File: src/rtl/reset_seq.sv
// Staged reset release sequencer: releases NUM_DOM domains STAGE_DLY clocks apart.
// Define RESET_SEQ_SOFT_RESET_EN to add the soft_req/soft_ack soft-reset handshake.
module reset_seq #(
  parameter int NUM_DOM   = 4,
  parameter int STAGE_DLY = 16
) (
  input  logic               clk,
  input  logic               reset,
  input  logic               test_mode,
`ifdef RESET_SEQ_SOFT_RESET_EN
  input  logic               soft_req,
  output logic               soft_ack,
`endif
  output logic [NUM_DOM-1:0] dom_reset,
  output logic               seq_done
);

  localparam int CW = $clog2(STAGE_DLY + 1);
  localparam int IW = (NUM_DOM > 1) ? $clog2(NUM_DOM) : 1;
  localparam logic [CW-1:0] CNT_LAST = CW'(STAGE_DLY - 1);
  localparam logic [IW-1:0] IDX_LAST = IW'(NUM_DOM - 1);

  typedef enum logic [2:0] {
    HOLD,
    RELEASE,
`ifdef RESET_SEQ_SOFT_RESET_EN
    RUN,
    SOFT_HOLD,
    SOFT_ACK
`else
    RUN
`endif
  } state_t;

  state_t              state_q;
  state_t              state_n;
  logic [CW-1:0]       cnt_q;
  logic [CW-1:0]       cnt_n;
  logic [IW-1:0]       idx_q;
  logic [IW-1:0]       idx_n;
  logic [NUM_DOM-1:0]  dom_q;
  logic [NUM_DOM-1:0]  dom_n;
  logic                done_q;
  logic                done_n;
  logic                expire;
`ifdef RESET_SEQ_SOFT_RESET_EN
  logic                ack_q;
  logic                ack_n;
`endif

  assign expire = (cnt_q == CNT_LAST);

  always_ff @(posedge clk) begin
    if (reset) begin
      state_q <= HOLD;
      cnt_q   <= '0;
      idx_q   <= '0;
      dom_q   <= '1;
      done_q  <= 1'b0;
`ifdef RESET_SEQ_SOFT_RESET_EN
      ack_q   <= 1'b0;
`endif
    end else begin
      state_q <= state_n;
      cnt_q   <= cnt_n;
      idx_q   <= idx_n;
      dom_q   <= dom_n;
      done_q  <= done_n;
`ifdef RESET_SEQ_SOFT_RESET_EN
      ack_q   <= ack_n;
`endif
    end
  end

  // cnt restarts at every release so it never exceeds STAGE_DLY-1
  always_comb begin
    state_n = state_q;
    cnt_n   = cnt_q;
    idx_n   = idx_q;
    unique case (state_q)
      HOLD, RELEASE: begin
        if (expire) begin
          cnt_n = '0;
          if (idx_q == IDX_LAST) begin
            state_n = RUN;
            idx_n   = '0;
          end else begin
            state_n = RELEASE;
            idx_n   = idx_q + 1'b1;
          end
        end else begin
          cnt_n = cnt_q + 1'b1;
        end
      end
      RUN: begin
        cnt_n = '0;
`ifdef RESET_SEQ_SOFT_RESET_EN
        if (soft_req) state_n = SOFT_HOLD;
`endif
      end
`ifdef RESET_SEQ_SOFT_RESET_EN
      SOFT_HOLD: begin
        if (expire) begin
          cnt_n   = '0;
          state_n = SOFT_ACK;
        end else begin
          cnt_n = cnt_q + 1'b1;
        end
      end
      SOFT_ACK: begin
        cnt_n = '0;
        idx_n = '0;
        if (!soft_req) state_n = HOLD;
      end
`endif
      default: begin
        state_n = HOLD;
        cnt_n   = '0;
        idx_n   = '0;
      end
    endcase
  end

  always_comb begin
    dom_n  = dom_q;
    done_n = 1'b0;
`ifdef RESET_SEQ_SOFT_RESET_EN
    ack_n  = 1'b0;
`endif
    unique case (state_q)
      HOLD, RELEASE: begin
        if (expire) begin
          for (int i = 0; i < NUM_DOM; i++) begin
            if (idx_q == IW'(i)) dom_n[i] = 1'b0;
          end
        end
      end
      RUN: begin
        done_n = 1'b1;
`ifdef RESET_SEQ_SOFT_RESET_EN
        if (soft_req) begin
          dom_n  = '1;
          done_n = 1'b0;
        end
`endif
      end
`ifdef RESET_SEQ_SOFT_RESET_EN
      SOFT_HOLD: begin
        dom_n = '1;
        ack_n = expire;
      end
      SOFT_ACK: begin
        dom_n = '1;
        ack_n = soft_req;
      end
`endif
      default: begin
        dom_n = '1;
      end
    endcase
  end

  // DFT bypass is the only combinational path to the outputs
  assign dom_reset = test_mode ? {NUM_DOM{reset}} : dom_q;
  assign seq_done  = test_mode ? ~reset : done_q;
`ifdef RESET_SEQ_SOFT_RESET_EN
  assign soft_ack  = ack_q;
`endif

endmodule

File: config.mk
export PLATFORM = sky130hd
export DESIGN_NAME = reset_seq
export DESIGN_NICKNAME = d
export VERILOG_FILES = /design/src/rtl/reset_seq.sv
export SDC_FILE = /design/constraint.sdc
export NUM_CORES = 1
export LEC_CHECK = 0
export CORE_MARGIN = 2
export CORE_UTILIZATION = 35
export DETAILED_ROUTE_END_ITERATION = 10
export PLACE_DENSITY_LB_ADDON = 0.25
export SLEW_MARGIN = 20
export SYNTH_ARGS = -nofsm -noshare
export SYNTH_HDL_FRONTEND = slang
export SYNTH_SLANG_ARGS = --single-unit
File: constraint.sdc
create_clock -name clk -period 1.65 [get_ports clk]
set_clock_uncertainty 0.1 [all_clocks]
set_input_delay 0.2475 -clock clk [delete_from_list [all_inputs] [get_ports clk]]
set_output_delay 0.2475 -clock clk [all_outputs]
set_load 0.005 [all_outputs]
# Word level (Yosys, flattened, before mapping)
# Index checks and enable logic that the tools add are counted.
[totals] input_bits=3 regBits=15 elab_cells=48
[classes] eq_ne=11 n_addsub=2 bitwise=3 n_mux=15 reduce_logical=9
[ops] op="$reduce_and 3->1" count=4
[ops] op="$ne 2x2->1 const B" count=5
[ops] op="$mux 4" count=2
[ops] op="$pmux 4 s2" count=1
[ops] op="$mux 1" count=6
[ops] op="$mux 2" count=3
[ops] op="$pmux 3 s2" count=1
[ops] op="$add 5x1->5 const B" count=1
[ops] op="$eq 5x4->1 const B" count=1
[ops] op="$eq 2x2->1 const B" count=2
[ops] op="$pmux 2 s2" count=1
[ops] op="$eq 3x1->1 const B" count=1
[ops] op="$eq 3x2->1 const B" count=1
[ops] op="$logic_not 3->1" count=1
[ops] op="$mux 3" count=1
[ops] op="$not 1->1" count=3
[ops] op="$reduce_or 3->1" count=1
[ops] op="$add 2x1->2 const B" count=1
[ops] op="$eq 2x1->1 const B" count=1
[ops] op="$logic_not 2->1" count=1
[ops] op="$reduce_and 2->1" count=1
[ops] op="$reduce_or 2->1" count=1

# Depth between registers and ports, before layout
# Gate-level depths: netlist of run 1.
[depth] ltp_word=4 ltp_mapped=6 mapped_depth_nobuf=5

# Worst setup path before layout of run 1
# No wires, ideal clock.
[synth_timing] path_kind="reg2reg" start="register cnt_q[0]" end="register cnt_q[2]" t_required_ns=1.486 period_less_slack_ns=1.609 path_stages_with_launch=7 slack_ns=0.041 arrival_ns=1.444 path_buffers=1 path_cell_list="dfxtp_1 > ha_1 > and3_1 > ha_1 > buf_2 > or3_1 > nor2_1"
[synth_between] elab_chain_len=2 elab_cells_between_ends=3 classes_between="add/sub: 1; eq/ne: 1; reduce/logical: 1"
[synth_rtl] item="from (decl)" line_no="37" text="logic [CW-1:0] cnt_q;"
[synth_rtl] item="from (signal assigned)" line_no="65" text="cnt_q <= cnt_n;"
[synth_rtl] item="parallel branches: the longest is 2 deep, another holds $add 5x1->5"
# Parallel ways; which one is timed is not known.
# A chain may end at the register's enable or synchronous reset.

# Final worst setup path of run 1
[layout_timing] start="register cnt_q[1]" end="register idx_q[1]"
[layout_between] elab_chain_len=3
[layout_rtl] item="$eq 5x4->1" line_no="51" text="assign expire = (cnt_q == CNT_LAST);"
[layout_rtl] item="$ne 2x2->1 (no line)"
[layout_rtl] item="$reduce_and 2->1 (no line)"
[layout_rtl] item="to (signal assigned)" line_no="66" text="idx_q <= idx_n;"
[layout_rtl] item="to (decl)" line_no="39" text="logic [IW-1:0] idx_q;"
# No other way between the ends.

==> qor.yml, run 1 <==
setup_violations: 0
tightest_slew_ns: 0.388
gp_congestion: 0.726
num_antenna_cells: 0
grt_pass1_vias: 499
hp-class: "flop to flop"
viasPerCell: 4.76
drt_wl_total_um: 1290
p_sw_frac: 0.223
dp.cells: 108
clk_latency_ns: 0.28
synth.cell_area_um2: 682
p_int_uw: 507
p_comb_frac: 0.074
cp-start-kind: "flop"
drive_gt1_frac: 0.250
core_area_mm2: 0.00178
rrSetupSlack_ns: 0.05
row_count: 15
ys_ff_latch: 14
total_power_uw: 652
die-area_mm2: 0.00232
antenna_found_initial: 0
ys_seq_area_frac: 0.411
routedWlPerCell_um: 11.4
p_leak_uw: 0.000430
cts_tree: "built"
fin_ws_ns: 0.0504
crit_type: "flop to flop"
slowest_stage: "dfxtp_2"
cts_max_level: 1
slew_violations: 0
grt_pass1_wl_um: 2120
maxCapViolCount: 0
clock_path_buffers: 2
drtIter0Drc: 6
syn_nets: 82
seqCellArea_um2: 283
crit_fanout: 6
syn_inst: 73
min_period_over_period: 0.969
peakVddDrop_v: 0.000600
cp_slowest_stage_delay_ns: 0.34
pwr-share-seq: 0.539
required_ns: 1.76
clkSinkCount: 14
arrival_ns: 1.71
ys_warn_count: 0
layout.nets: 98
grt_overflow: 0
dr.pass1.iters: 4
io_buffers: 7
grt_max_degree: 14
cts_buffers: 3
preCtsSetupSlack_ns: -0.236
power_switching_uw: 145
avgSynthCellArea_um2: 9.34
track_usage: 0.137
ant_nets: 0
area_growth_pct: 34.9
num_vias: 538
relSlewSlack: 0.741
fmax_mhz: 625
hold_viol_final: 0
clkTransAtPathRegs_ns: 0.09
pwr-share-clk: 0.387
start_util: 0.382
ios: 8
drc: 0
holdBufCountCts: 0
fillerInstances: 179
die_w_um: 48.1
p_per_area_mw_per_mm2: 709
multiInputGateArea_um2: 414
dp_hpwl_um: 900
stdcell_count: 113
end_kind: "flop"
post-route-min-period_ns: 1.60
clockRootBuffer: "clkbuf_4"
crit_chain: "ha_4, and3_4, ha_4, buf_6, mux2_4, o31ai_4"
rsz0062_at_grt: "yes"
status: "finished clean"
cp_common_cell: "ha_4"
die_y_um: 48.1
ys_types: 28
[layer usage]
layer | global-route usage | part of all wire | up-vias
li1 | - | - | 280
met1 | 0.151 | 0.47 | 247
met2 | 0.224 | 0.48 | 9
met3 | 0.0593 | 0.043 | 2
met4 | 0.0649 | 0.0093 | 0
met5 | 0 | 0 | -
[critical path, delay by kind of cell (launching register included)]
kind,cells,cell delay [ns]
simple gates,1,0.15
compound gates,1,0.20
buf+inv,1,0.13
fa+ha+maj,2,0.32
flops,1,0.34
mux,1,0.28
[power by group through the flow]
stage / clock network (uW) / logic, uW / registers, uW
after CTS: 263 / 47.2 / 349
after detailed placement: 0 / 53.0 / 356
after floorplan: 0 / 21.8 / 355
final: 252 / 48.4 / 351
after global routing: 275 / 54.3 / 352
after global placement: 0 / 52.4 / 356
[synthesized netlist by cell type (all sizes together)]
master   number  area [um2]
dfxtp        14         280
inv           9        33.8
ha            6        75.1
nor2          6        22.5
a21oi         4        20.0
o21ai         4        20.0
and3b         3        26.3
o21bai        3        22.5
a21o          2        15.0
buf           2        10.0
mux2          2        22.5
nand3b        2        15.0
a2111oi       1        8.76
a31oi         1        6.26
and3          1        6.26
clkbuf        1        3.75
mux2i         1        10.0
nand2         1        3.75
nand3         1        5.00
nor4          1        6.26
nor4b         1        8.76
o31ai         1        7.51
or2b          1        7.51
or3           1        6.26
or3b          1        8.76
or4b          1        10.0
or4bb         1        11.3
xnor2         1        8.76
[cells by family after synthesis]
| group | count (synthesis) | share of synthesized area |
|---|---|---|
| xor gates and xnor gates | 1 | 0.0128 |
| muxes | 3 | 0.0477 |
| and+or+nand+nor | 21 | 0.202 |
| adders and majority gates | 6 | 0.110 |
| DFF | 14 | 0.411 |
| AOI/OAI and AO/OA | 16 | 0.147 |
| buffers and inverters | 12 | 0.0697 |
[worst paths after layout]
kind	from	endpoint	cells past startpoint
worst max register to register	cnt_q[1]	idx_q[1]	6
worst max-delay path	cnt_q[1]	idx_q[1]	6
worst min-delay path	dom_q[2]	dom_q[2]	2
worst min register to register	dom_q[2]	dom_q[2]	2
[per-stage QoR]
| stage | setup TNS (ns) | utilization | cell area [um2] | hold slack [ns] |
|---|---|---|---|---|
| after detailed placement | -1.19 | 0.457 | 815 | 0.392 |
| after CTS | 0 | 0.486 | 867 | 0.414 |
| final | 0 | 0.516 | 920 | 0.407 |
| after global routing | -0.0130 | 0.516 | 920 | 0.427 |
| after floorplan | 0 | - | 682 | 0.237 |
| after global placement | -1.05 | 0.457 | 815 | 0.383 |
[cells in the final DEF, fill, tap and decap left out, types with 2 or more instances in the layout]
cell type / netlist / layout
dlygate4sd2_1: 0 / 6
nand3b_1: 2 / 2
a21o_1: 2 / 2
ha_1: 6 / 4
nor2_1: 6 / 6
o21ai_0: 4 / 4
dfxtp_1: 14 / 12
o21bai_1: 3 / 3
ha_4: 0 / 2
dfxtp_2: 0 / 2
buf_4: 0 / 6
clkbuf_4: 0 / 3
a21oi_1: 4 / 4
and3b_1: 3 / 3
inv_1: 9 / 9
[registers in the layout (all words and copies together), names as in the netlist]
signal and count:
cnt_q 5, dom_q 4, idx_q 2, state_q 2
done_q 1
[cell type report]
type,count,share of cell area
Multi-Input combinational cell,47,0.450
Sequential cell,14,0.307
Timing Repair Buffer,14,0.132
Clock buffer,4,0.0395
Inverter,9,0.0367
Tap cell,25,0.0340
[timing repair]
item	CTS	global route
setup endpoints to repair	9	4
pin swaps	1	5
resized for setup	11	11
endpoints found under the hold margin	0	0
setup buffers	0	1
cloned	0	0
Power figures use the tool's default switching activity.
==> run 2: changes to the inputs <==
Clock period 1.65 ns to 1.3 ns, I/O delays scaled along.
==> run 2 against run 1 <==
Against the previous run: the flow now finishes with violations (setup timing); core utilization rose by 3.9 points; critical path depth fell by 1; flip-flop and latch count did not move; via count rose by 8.2%; global-route usage rose by 0.15 points.
==> qor.yml, run 2 (synthesis results as in run 1) <==
stdcell_count: 121  # +7.1%
final_common_cell: "buf_4"
total_power_uw: 759  # +17%
crit_fanout: 5  # -1
num_vias: 582  # +8.2%
clkTransAtPathRegs_ns: 0.08  # about the same
ios: 8  # unchanged
cts_buffers: 3  # unchanged
rrSetupSlack_ns: -0.28  # -0.33 ns
dp_hpwl_um: 943  # +4.7%
setup_violations: 13  # +13
slowest_stage: "or4b_1"
dp.cells: 117  # +8.3%
hold_viol_final: 0  # unchanged
arrival_ns: 1.69  # -0.02 ns
cts_tree: "built"
grt_pass1_wl_um: 2090  # -1.3%
whs_ns: 0.388  # -0.0191 ns
fin_ws_ns: -0.283  # -0.333 ns
die-area_mm2: 0.00232  # unchanged
drtIter0Drc: 6  # unchanged
grt_pass1_vias: 536  # +7.4%
peakVddDrop_v: 0.000573  # -4.5%
viasPerCell: 4.81  # +1.0%
rsz0062_at_grt: "yes"
clockRootBuffer: "clkbuf_4"
drive_gt1_frac: 0.479  # +0.229
multiInputGateArea_um2: 450  # +8.8%
fmax_mhz: 632  # +1.1%
post-route-util: 0.554  # +0.0386
drc: 0  # unchanged
required_ns: 1.40  # -0.36 ns
status: "finished, violations left"
clock_path_buffers: 2  # unchanged
regMostFlops: "cnt_q"
row_count: 15  # unchanged
dr.pass1.iters: 3  # -1
fillerInstances: 169  # -5.6%
relSlewSlack: 0.821  # +0.0800
track_usage: 0.138  # +0.00152
largestRegisters: "cnt_q (5), dom_q (4)"
layout.nets: 107  # +9.2%
num_antenna_cells: 0  # unchanged
end_kind: "flop"
routedWlPerCell_um: 10.8  # -5.9%
tightest_slew_ns: 0.268  # -0.120 ns
r2r-end: "idx_q[0]"
ant_nets: 0  # unchanged
clkSinkCount: 14  # unchanged
post-route-min-period_ns: 1.58  # -0.0169 ns
r2r_cells: 5  # -1
min_period_over_period: 1.22  # +0.248
drt_wl_total_um: 1300  # +0.77%
seqCellArea_um2: 288  # +1.8%
area_growth_pct: 45.0
largest_register_ffs: 5  # unchanged
p_leak_uw: 0.000452  # +5.3%
hp-class: "primary input to flop"
hold_end: "state_q[1]"
slew_violations: 0  # unchanged
p_per_area_mw_per_mm2: 768  # +8.4%
crit_chain: "ha_4, and3_4, ha_4, or4b_1, a31oi_1"
timing.rr.start: "cnt_q[0]"
clk_latency_ns: 0.27  # about the same
cts_max_level: 1  # unchanged
antenna_found_initial: 0  # unchanged
cp_common_cell: "ha_4"
grt_overflow: 0  # unchanged
die_w_um: 48.1  # unchanged
cp_slowest_stage_delay_ns: 0.43  # +0.09 ns
cp-start-kind: "flop"
min_from: "reset"
start_util: 0.382  # unchanged
crit_type: "flop to flop"
final_cell_mix: "buf_4, inv_1, dfxtp_1, dfxtp_2"
gp_congestion: 0.688  # -5.2%
core_area_mm2: 0.00178  # unchanged
violations: "setup timing"
io_buffers: 7  # unchanged
grt_max_degree: 14  # unchanged
die_y_um: 48.1  # unchanged
tns_ns: -2.74  # -2.74 ns
maxCapViolCount: 0  # unchanged
whs_path_depth: 3  # +1
==> run 2: layout make-up <==
cell class,instances,area share
Inverter,9,0.0342
Sequential cell,14,0.291
Tap cell,25,0.0316
Multi-Input combinational cell,47,0.456
Timing Repair Buffer,23,0.165
Clock buffer,3,0.0228
==> run 2: timing repair <==
action	CTS	global route
resized for setup	24	11
setup endpoints to repair	18	16
pin swaps	5	2
setup buffers	0	1
hold buffers	0	0
==> run 2: how the worst max path moves through the flow <==
stage	cells past startpoint	slack, ns	endpoint	from
6_report	5	-0.28	idx_q[0]	cnt_q[0]
5_1_grt	5	-0.33	idx_q[0]	cnt_q[0]
4_1_cts	5	-0.30	idx_q[0]	cnt_q[0]
3_5_place_dp	4	-0.49	dom_reset[1]	test_mode
3_3_place_gp	3	-0.45	seq_done	test_mode
2_1_floorplan	5	-0.21	idx_q[0]	cnt_q[1]
==> run 2: stage by stage <==
stage          instance area, um2  worst slack, ns
6_report                      988           -0.283
5_1_grt                       988           -0.330
4_1_cts                       973           -0.300
3_5_place_dp                  951           -0.487
3_3_place_gp                  951           -0.452
2_1_floorplan                 757           -0.213
==> run 2: where the power goes <==
| group | switching (uW) | internal, uW | total (uW) |
|---|---|---|---|
| registers | 6.86 | 438 | 445 |
| clock network | 132 | 107 | 239 |
| logic | 34.9 | 40.8 | 75.7 |
==> run 2: layer usage <==
layer  part of all wire  wire length, um  GRT usage  up-vias
li1                   -                -          -      302
met4             0.0092               12     0.0973        0
met5                  0                0          0        -
met3              0.029               38     0.0444        2
met2               0.52              674      0.234        7
met1               0.44              576      0.142      271
==> run 2: critical path, delay by kind of cell, from the launching register on <==
| family | cells | cell delay [ns] |
|---|---|---|
| flops | 1 | 0.36 |
| fa+ha+maj | 2 | 0.27 |
| compound gates | 1 | 0.17 |
| simple gates | 2 | 0.60 |
